$ cat src/rtl/sp_pingpong_ctrl_pkg.sv
// Shared constants and FSM state types for the ping-pong transpose controller.
package sp_pkg;
  localparam int FRAME_WORDS = 16;
  localparam int COLS        = 4;
  localparam int IDX_W       = 4;
  localparam int COL_W       = 2;

  typedef enum logic {W_FILL = 1'b0, W_WAIT = 1'b1} w_state_t;
  typedef enum logic {R_IDLE = 1'b0, R_DRAIN = 1'b1} r_state_t;
endpackage

$ cat src/rtl/sp_pingpong_ctrl_if.sv
// Upstream word handshake, storage write controls and downstream column handshake.
interface sp_pingpong_ctrl_if;
  import sp_pkg::*;

  // A transfer happens on a rising edge where valid and ready are both high;
  // valid never depends on ready, and ready may drop only while no transfer fires.
  logic             in_valid;
  logic             in_last;
  logic             in_ready;
  logic             wr_en;
  logic             wr_bank;
  logic [IDX_W-1:0] wr_idx;
  logic             out_valid;
  logic             out_ready;
  logic             rd_bank;
  logic [COL_W-1:0] rd_col;

  modport master (
    input  in_valid, in_last, out_ready,
    output in_ready, wr_en, wr_bank, wr_idx, out_valid, rd_bank, rd_col
  );

  modport slave (
    output in_valid, in_last, out_ready,
    input  in_ready, wr_en, wr_bank, wr_idx, out_valid, rd_bank, rd_col
  );
endinterface

$ cat src/rtl/sp_pingpong_ctrl_bank_flags.sv
// Per-bank full flags: set when a bank completes filling, cleared when it drains.
module sp_bank_flags (
    input  logic       clk,
    input  logic       rst_n,
    input  logic       flush,
    input  logic       set_en,
    input  logic       set_bank,
    input  logic       clr_en,
    input  logic       clr_bank,
    output logic [1:0] full
);
    logic [1:0] set_mask;
    logic [1:0] clr_mask;

    assign set_mask = set_en ? (2'b01 << set_bank) : 2'b00;
    assign clr_mask = clr_en ? (2'b01 << clr_bank) : 2'b00;

    always_ff @(posedge clk) begin
        if (!rst_n || flush) begin
            full <= 2'b00;
        end else begin
            full <= (full | set_mask) & ~clr_mask;
        end
    end

    // Filling and draining the same bank on one edge would mean the read side
    // overtook the write side.
    always @(posedge clk) begin
        if (rst_n && !flush) begin
            assert (!(set_en && clr_en && (set_bank == clr_bank)));
        end
    end
endmodule

$ cat src/rtl/sp_pingpong_ctrl.sv
// Write/read sequencer for a two-bank 4x4 serial-to-parallel transpose buffer.
module sp_pingpong_ctrl
    import sp_pkg::*;
#(
    parameter int FRAME_WORDS = sp_pkg::FRAME_WORDS,
    parameter int COLS        = sp_pkg::COLS,
    parameter int CNT_W       = 16
) (
    input  logic              clk,
    input  logic              rst_n,
    sp_pingpong_ctrl_if.master bus,
    input  logic              abort,
    input  logic              err_clr,
    output logic              err_len,
    output logic [1:0]        bank_full,
    output logic [CNT_W-1:0]  frame_cnt,
    output logic              frame_done,
    output w_state_t          w_state_dbg,
    output r_state_t          r_state_dbg
);
    localparam logic [IDX_W-1:0] LAST_IDX = IDX_W'(FRAME_WORDS - 1);
    localparam logic [COL_W-1:0] LAST_COL = COL_W'(COLS - 1);

    w_state_t         w_state;
    r_state_t         r_state;
    logic             wr_bank;
    logic [IDX_W-1:0] wr_idx;
    logic             rd_bank;
    logic [COL_W-1:0] rd_col;

    logic accept, col_fire, fill_done, short_frame, drain_done, err_set;
    logic next_wr_full, next_rd_full, cur_rd_full;

    assign bus.in_ready  = rst_n & ~abort & (w_state == W_FILL);
    assign bus.out_valid = rst_n & ~abort & (r_state == R_DRAIN);
    assign bus.wr_en     = accept;
    assign bus.wr_bank   = wr_bank;
    assign bus.wr_idx    = wr_idx;
    assign bus.rd_bank   = rd_bank;
    assign bus.rd_col    = rd_col;
    assign w_state_dbg   = w_state;
    assign r_state_dbg   = r_state;

    assign accept      = bus.in_valid & bus.in_ready;
    assign col_fire    = bus.out_valid & bus.out_ready;
    assign fill_done   = accept & (wr_idx == LAST_IDX);
    assign short_frame = accept & bus.in_last & (wr_idx != LAST_IDX);
    assign drain_done  = col_fire & (rd_col == LAST_COL);
    assign err_set     = (fill_done & ~bus.in_last) | short_frame;

    // Look-ahead fullness accounts for a set or clear landing on the same edge,
    // so bank hand-offs happen without a bubble on either side.
    assign next_wr_full = bank_full[~wr_bank] & ~(drain_done & (rd_bank == ~wr_bank));
    assign next_rd_full = bank_full[~rd_bank] | (fill_done & (wr_bank == ~rd_bank));
    assign cur_rd_full  = bank_full[rd_bank]  | (fill_done & (wr_bank == rd_bank));

    sp_bank_flags u_flags (
        .clk      (clk),
        .rst_n    (rst_n),
        .flush    (abort),
        .set_en   (fill_done),
        .set_bank (wr_bank),
        .clr_en   (drain_done),
        .clr_bank (rd_bank),
        .full     (bank_full)
    );

    always_ff @(posedge clk) begin
        if (!rst_n || abort) begin
            w_state <= W_FILL;
            wr_bank <= 1'b0;
            wr_idx  <= '0;
        end else begin
            case (w_state)
                W_FILL: begin
                    if (accept) begin
                        if (wr_idx == LAST_IDX) begin
                            wr_bank <= ~wr_bank;
                            wr_idx  <= '0;
                            w_state <= next_wr_full ? W_WAIT : W_FILL;
                        end else if (bus.in_last) begin
                            wr_idx <= '0;
                        end else begin
                            wr_idx <= wr_idx + 1'b1;
                        end
                    end
                end
                W_WAIT: begin
                    if (!bank_full[wr_bank] || (drain_done && (rd_bank == wr_bank))) begin
                        w_state <= W_FILL;
                    end
                end
                default: w_state <= W_FILL;
            endcase
        end
    end

    always_ff @(posedge clk) begin
        if (!rst_n || abort) begin
            r_state <= R_IDLE;
            rd_bank <= 1'b0;
            rd_col  <= '0;
        end else begin
            case (r_state)
                R_IDLE: begin
                    if (cur_rd_full) begin
                        r_state <= R_DRAIN;
                    end
                end
                R_DRAIN: begin
                    if (col_fire) begin
                        if (rd_col == LAST_COL) begin
                            rd_col  <= '0;
                            rd_bank <= ~rd_bank;
                            r_state <= next_rd_full ? R_DRAIN : R_IDLE;
                        end else begin
                            rd_col <= rd_col + 1'b1;
                        end
                    end
                end
                default: r_state <= R_IDLE;
            endcase
        end
    end

    always_ff @(posedge clk) begin
        if (!rst_n) begin
            frame_done <= 1'b0;
            frame_cnt  <= '0;
            err_len    <= 1'b0;
        end else if (abort) begin
            frame_done <= 1'b0;
        end else begin
            frame_done <= drain_done;
            if (drain_done) begin
                frame_cnt <= frame_cnt + 1'b1;
            end
            if (err_set) begin
                err_len <= 1'b1;
            end else if (err_clr) begin
                err_len <= 1'b0;
            end
        end
    end
endmodule

$ cat src/flat_wrapper.sv
// flat-port wrapper written by rule: the top's interface ports become plain ports
module sp_pingpong_ctrl_flat import sp_pkg::*;
#(
    parameter int FRAME_WORDS = sp_pkg::FRAME_WORDS,
    parameter int COLS        = sp_pkg::COLS,
    parameter int CNT_W       = 16
)
  (clk, rst_n, abort, err_clr, err_len, bank_full, frame_cnt, frame_done, w_state_dbg, r_state_dbg, bus_in_valid, bus_in_last, bus_out_ready, bus_in_ready, bus_wr_en, bus_wr_bank, bus_wr_idx, bus_out_valid, bus_rd_bank, bus_rd_col);
  sp_pingpong_ctrl_if bus_i ();
  input  logic clk;
  input  logic rst_n;
  input  logic abort;
  input  logic err_clr;
  output logic err_len;
  output logic [1:0] bank_full;
  output logic [CNT_W-1:0] frame_cnt;
  output logic frame_done;
  output w_state_t w_state_dbg;
  output r_state_t r_state_dbg;
  input wire logic [$bits(bus_i.in_valid)-1:0] bus_in_valid;
  input wire logic [$bits(bus_i.in_last)-1:0] bus_in_last;
  input wire logic [$bits(bus_i.out_ready)-1:0] bus_out_ready;
  output wire logic [$bits(bus_i.in_ready)-1:0] bus_in_ready;
  output wire logic [$bits(bus_i.wr_en)-1:0] bus_wr_en;
  output wire logic [$bits(bus_i.wr_bank)-1:0] bus_wr_bank;
  output wire logic [$bits(bus_i.wr_idx)-1:0] bus_wr_idx;
  output wire logic [$bits(bus_i.out_valid)-1:0] bus_out_valid;
  output wire logic [$bits(bus_i.rd_bank)-1:0] bus_rd_bank;
  output wire logic [$bits(bus_i.rd_col)-1:0] bus_rd_col;
  assign bus_i.in_valid = bus_in_valid;
  assign bus_i.in_last = bus_in_last;
  assign bus_i.out_ready = bus_out_ready;
  assign bus_in_ready = bus_i.in_ready;
  assign bus_wr_en = bus_i.wr_en;
  assign bus_wr_bank = bus_i.wr_bank;
  assign bus_wr_idx = bus_i.wr_idx;
  assign bus_out_valid = bus_i.out_valid;
  assign bus_rd_bank = bus_i.rd_bank;
  assign bus_rd_col = bus_i.rd_col;
  sp_pingpong_ctrl #(.FRAME_WORDS(FRAME_WORDS), .COLS(COLS), .CNT_W(CNT_W)) u_core (.clk(clk), .rst_n(rst_n), .bus(bus_i), .abort(abort), .err_clr(err_clr), .err_len(err_len), .bank_full(bank_full), .frame_cnt(frame_cnt), .frame_done(frame_done), .w_state_dbg(w_state_dbg), .r_state_dbg(r_state_dbg));
endmodule
$ cat config.mk
export PLATFORM = sky130hd
export DESIGN_NAME = sp_pingpong_ctrl_flat
export DESIGN_NICKNAME = d
export VERILOG_FILES = /design/src/rtl/sp_pingpong_ctrl_pkg.sv /design/src/rtl/sp_pingpong_ctrl_if.sv /design/src/rtl/sp_pingpong_ctrl_bank_flags.sv /design/src/rtl/sp_pingpong_ctrl.sv /design/src/flat_wrapper.sv
export SDC_FILE = /design/constraint.sdc
export NUM_CORES = 1
export LEC_CHECK = 0
export ABC_CLOCK_PERIOD_IN_PS = 2250
export CORE_MARGIN = 2
export CORE_UTILIZATION = 53
export CTS_BUF_LIST = sky130_fd_sc_hd__clkbuf_8
export DETAILED_ROUTE_END_ITERATION = 10
export GPL_ROUTABILITY_DRIVEN = 0
export PLACE_DENSITY = 0.87
export RECOVER_POWER = 50
export SLEW_MARGIN = 5
export SYNTH_ARGS = -nofsm -noshare
export SYNTH_HDL_FRONTEND = slang
export SYNTH_SLANG_ARGS = --single-unit
$ cat constraint.sdc
create_clock -name clk -period 2.25 [get_ports clk]
set_input_delay 0.675 -clock clk [delete_from_list [all_inputs] [get_ports clk]]
set_output_delay 0.675 -clock clk [all_outputs]
set_load 0.03 [all_outputs]
Yosys cells after proc, flatten, opt, wreduce, memory -nomap -nowiden
Cells that the tools add are included.
{"block": "totals", "wordCells": 92, "reg_bits": 30}
{"block": "classes", "n_eq_ne": 7, "n_lt_le_gt_ge": 4, "bitwise": 28, "n_shift": 2, "muxes": 25, "n_reduce_logical": 13, "add_sub_neg": 3}
{"operator": "two-way mux 1 bit", "n": 18}
{"operator": "adder 16 x 1 -> 16 bit, second input constant", "n": 1}
{"operator": "bitwise AND 1 bit", "n": 14}
{"operator": "< comparator 1 x 2 -> 1 bit, second input constant", "n": 4}
{"operator": "two-way mux 4 bit", "n": 2}
{"operator": "inverter 1 bit", "n": 8}
{"operator": "AND reduction 2 bit", "n": 4}
{"operator": "two-way mux 2 bit", "n": 3}
{"operator": "AND reduction 3 bit", "n": 2}
{"operator": "adder 4 x 1 -> 4 bit, second input constant", "n": 1}
{"operator": "equality test 1 bit", "n": 4}
{"operator": "equality test 4 bit, second input constant", "n": 1}
{"operator": "!= test 4 bit, second input constant", "n": 1}
{"operator": "case mux 1 bit (2 select lines)", "n": 2}
{"operator": "<< shifter 1 x 1 -> 2 bit, first input constant", "n": 2}
{"operator": "OR 1 bit", "n": 3}
{"operator": "adder 2 x 1 -> 2 bit, second input constant", "n": 1}
{"operator": "bitwise AND 2 bit", "n": 1}
{"operator": "equality test 2 bit, second input constant", "n": 1}
{"operator": "zero test 1 bit", "n": 2}
{"operator": "logical OR 1 bit", "n": 2}
{"operator": "inverter 2 bit", "n": 1}
{"operator": "OR 2 bit", "n": 1}
{"operator": "nonzero test 2 bit", "n": 1}
{"operator": "other kinds (2)", "n": 2}

Longest topological paths before layout
{"block": "logic_depth", "ltp_word": 12, "depth_mapped": 5, "mapped_depth_nobuf": 5}

Cells and area by module
From an unflattened synthesis, not the netlist that was laid out.
{"block": "hier_totals", "hier_cells": 174, "area_unflattened_um2": 1514.0}
{"module": "sp_pingpong_ctrl", "cells_per_inst": 165, "area_per_inst_um2": 1428.9, "n_inst": 1}
{"module": "sp_bank_flags", "cells_per_inst": 9, "area_per_inst_um2": 85.1, "n_inst": 1}

Worst setup path before layout
OpenSTA, ideal clock, no wires.
{"block": "synth_timing", "path_kind": "input-to-output", "startpoint": "input port rst_n", "endpoint": "output port bus_in_ready", "arrival_time_ns": 1.510, "cell_stages": 3, "setup_slack_ns": 0.065, "n_path_buf": 1, "path_cell_list": "or2b_1 -> clkbuf_1 -> nor2_1"}
{"block": "synth_between", "elab_chain_len": 2}
{"item": "from (decl)", "line": "flat_wrapper.sv:11", "source": "input logic rst_n;"}
{"item": "bitwise AND 1 bit (2 in a row)", "line": "sp_pingpong_ctrl.sv:34", "source": "assign bus.in_ready = rst_n & ~abort & (w_state == W_FILL);"}
{"item": "to (decl)", "line": "flat_wrapper.sv:23", "source": "output wire logic [$bits(bus_i.in_ready)-1:0] bus_in_ready;"}
No other way between the ends.

Final worst setup path
{"block": "layout_timing", "startpoint": "input port bus_in_valid", "endpoint": "output port bus_wr_en"}
{"block": "layout_between", "elab_chain_len": 1}
{"item": "from (decl)", "line": "flat_wrapper.sv:20", "source": "input wire logic [$bits(bus_i.in_valid)-1:0] bus_in_valid;"}
{"item": "bitwise AND 1 bit", "line": "sp_pingpong_ctrl.sv:44", "source": "assign accept = bus.in_valid & bus.in_ready;"}
{"item": "to (decl)", "line": "flat_wrapper.sv:24", "source": "output wire logic [$bits(bus_i.wr_en)-1:0] bus_wr_en;"}
No other way between the ends.

==> impl_metrics.yaml <==
outcome:
  outcome: "completed"
cells_and_area:
  nFillCells: 218
  finalNonFillerCells: 248
  drive_gt1_share_pct: 11.5
  final_nets: 226
  area_growth_pct: 35.7
  n_antenna_cell: 0
sta:
  hold_violations: 0
  fin_skew_ns: 0.00966
  finalSetupViolCount: 0
  tightestPinTransition_ns: 0.448
  rsz0062_at_grt: "no"
  fin_hold_ws_ns: 0.488
  min_period_ns: 2.18
  setup_slack_ns: 0.0728
  max_slew_margin_pct: 70.0
  fmax_mhz: 459
  finalMaxSlewViolations: 0
  fin_crit_sh_pct: 96.8
synthesis:
  synth_compound_area_share_pct: 11.7
  ys_seq_area_share_pct: 40.2
  synth_simple_gate_area_share_pct: 29.5
  synth_edf_count: 0
  synth_xor_area_share_pct: 7.03
  syn_avg_cell_area_um2: 9.06
  synth.most_common_cell: "dfxtp_1"
  syn-cell-area_mm2: 0.00150
  synth_top_area_share_pct: 40.2
  async_reset_ff_share_pct: 0
  syn-num-nets: 175
  synth_seq_cells: 30
  synth_top_family_by_area: "simple AND/OR/NAND/NOR gates"
  synthTopCellsByArea: "dfxtp_1 (40%), mux2i_1 (4.7%), a21oi_1 (4.4%), xor2_1 (4.1%), nor2_1 (3.8%)"
  synth_ff_type: "dfxtp_1"
  synth_warnings: 0
  yosys.area.top_type: "dfxtp_1"
  synth.distinct_cells: 44
  synthAdderAreaFrac_pct: 2.51
  synth_cells: 165
  synth_mux_area_share_pct: 6.19
  synthTopCellsByCount: "dfxtp_1 (30), nor2_1 (15), a21oi_1 (13)"
floorplan:
  core_mm2: 0.00271
  rows: 19
  die_y_um: 57.1
  dieArea_mm2: 0.00326
  floorplan.initialDensity_pct: 55.2
  dieWidth_um: 57.1
  pin_count: 40
cts:
  cts-htree-levels: 2
  cts_buffer_depth: 2
  cts_tree: "built"
  insertion_delay_ns: 0.29
  path_clk_slew_ns: 0.06
  clkSinkCount: 30
  cts_made_buffers: 5
  cts_root_buf: "clkbuf_8"
worst_setup_path:
  rrSetupSlack_ns: 0.61
  reg2regPathDepth: 5
  reg2reg_from: "u_core.bus.rd_col[0]"
  worstReg2RegEnd: "u_core.frame_cnt[12]"
  cp_max_fo: 2
  crit_path_end_kind: "output port"
  crit_path_start_kind: "primary input"
  crit_type: "primary input to output port"
  arrival_ns: 1.50
  cp.required_ns: 1.57
routing:
  wl_per_cell_um: 14.6
  routed_wl_um: 3610
  drt_iter0_drc: 30
  vias: 1448
  drtAntennaViolNets: 0
  avgViaCountPerCell: 5.84
  drc: 0
  dr.pass1.iters: 6
global_routing:
  grt_use_total_pct: 24.0
  grt_max_degree: 13
  grt_pass1_wl_um: 6140
  antenna_found_initial: 0
  grt_overflow: 0
  grt_pass1_vias: 1418
worst_hold_path:
  whs_path_depth: 2
  hold_end: "u_core.frame_cnt[15]"
  holdCritPathClass: "flop to flop"
  min-delay-start: "u_core.frame_cnt[15]"
place:
  hpwlAfterDp_um: 2650
  place_ws_ns: -0.142
  place_inst: 240
  io_buffer_count: 39
power:
  finalPower_uw: 1030
  vdd_drop_max_uv: 597
  leakage_uw: 0.000833
  power_density_mw_per_mm2: 508
job:
  max-cap-violations: 0
[metal layers]
layer | GRT usage, % | wire length, µm | vias up
met3 | 8.16 | 232 | 6
met1 | 25.4 | 1480 | 693
met4 | 5.65 | 33 | 0
met5 | 0 | 0 | -
met2 | 45.3 | 1860 | 54
li1 | - | - | 695
[worst max-delay path by stage]
stage,end,slack (ns),from,cells after the start
finish,bus_wr_en,0.07,bus_in_valid,4
global route,bus_wr_en,0.01,bus_in_valid,4
CTS,r_state_dbg,0.06,u_core.r_state_dbg,1
detailed placement,bus_out_valid,-0.14,abort,4
global placement,bus_out_valid,-0.15,abort,4
floorplan,bus_in_ready,0.06,rst_n,3
[sequential cells by signal, indices dropped and copies added, names as in the netlist]
name                 count
u_core.w_state_dbg       1
u_core.bus.rd_col        2
u_core.frame_cnt        16
u_core.bus.wr_bank       1
u_core.bus.rd_bank       1
u_core.r_state_dbg       1
u_core.err_len           1
u_core.u_flags.full      2
u_core.frame_done        1
u_core.bus.wr_idx        4
[cell usage in the layout, fill, tap and decap left out, types with 5 or more instances in the layout]
cell,synthesis,routed
buf_4,0,10
a21oi_1,13,13
nor3_1,5,5
dfxtp_1,30,30
nand4_1,4,5
mux2i_1,7,7
nand3_1,11,11
clkdlybuf4s50_1,0,31
nand2_1,10,11
xor2_1,7,7
nor2_1,15,15
xnor2_1,5,5
clkbuf_8,0,6
clkbuf_1,5,5
[power breakdown]
part / total [µW] / leakage [µW] / switching, µW / internal, µW
logic: 52.1 / 0.000544 / 29.6 / 22.5
registers: 533 / 0.000242 / 0.811 / 532
clock network: 446 / 0.0000472 / 201 / 245
total: 1030 / 0.000833 / 232 / 800
[critical path: stages]
cell             delay (ns)
clkdlybuf4s50_1        0.46
nand4bb_1              0.12
inv_1                  0.09
buf_4                  0.16
[repair_timing]
item                                    in CTS  in global routing
resized for setup                            3                  0
setup buffers                                0                  0
hold buffers                                 0                  0
endpoints found under the setup margin       4                  0
[through the flow]
stage	TNS, ns	util (%)	cell area [µm²]
2_1_floorplan	0	-	1500
3_5_place_dp	-0.806	73.0	1980
6_report	0	74.9	2030
4_1_cts	0	76.4	2070
3_3_place_gp	-0.363	73.0	1980
5_1_grt	0	74.9	2030
[layout make-up]
cell class                      count  area, µm²  area share (%)
Multi-Input combinational cell    124        830            40.9
Sequential cell                    30        601            29.6
Timing Repair Buffer               51        450            22.2
Clock buffer                        6       82.6            4.07
Tap cell                           31       38.8            1.91
Inverter                            4       15.0           0.740
Clock inverter                      2       12.5           0.617
[cells by family (layout without fill, tap and decap cells)]
group                    after synthesis  after routing
AND/OR/NAND/NOR                       72             72
flip-flops                            30             30
AO/OA/AOI/OAI                         28             28
XOR/XNOR                              12             12
buffers and inverters                 11             63
multiplexers                           9              9
adder cells (fa/ha/maj)                3              3
No activity file was read; power rests on OpenSTA's default activity.
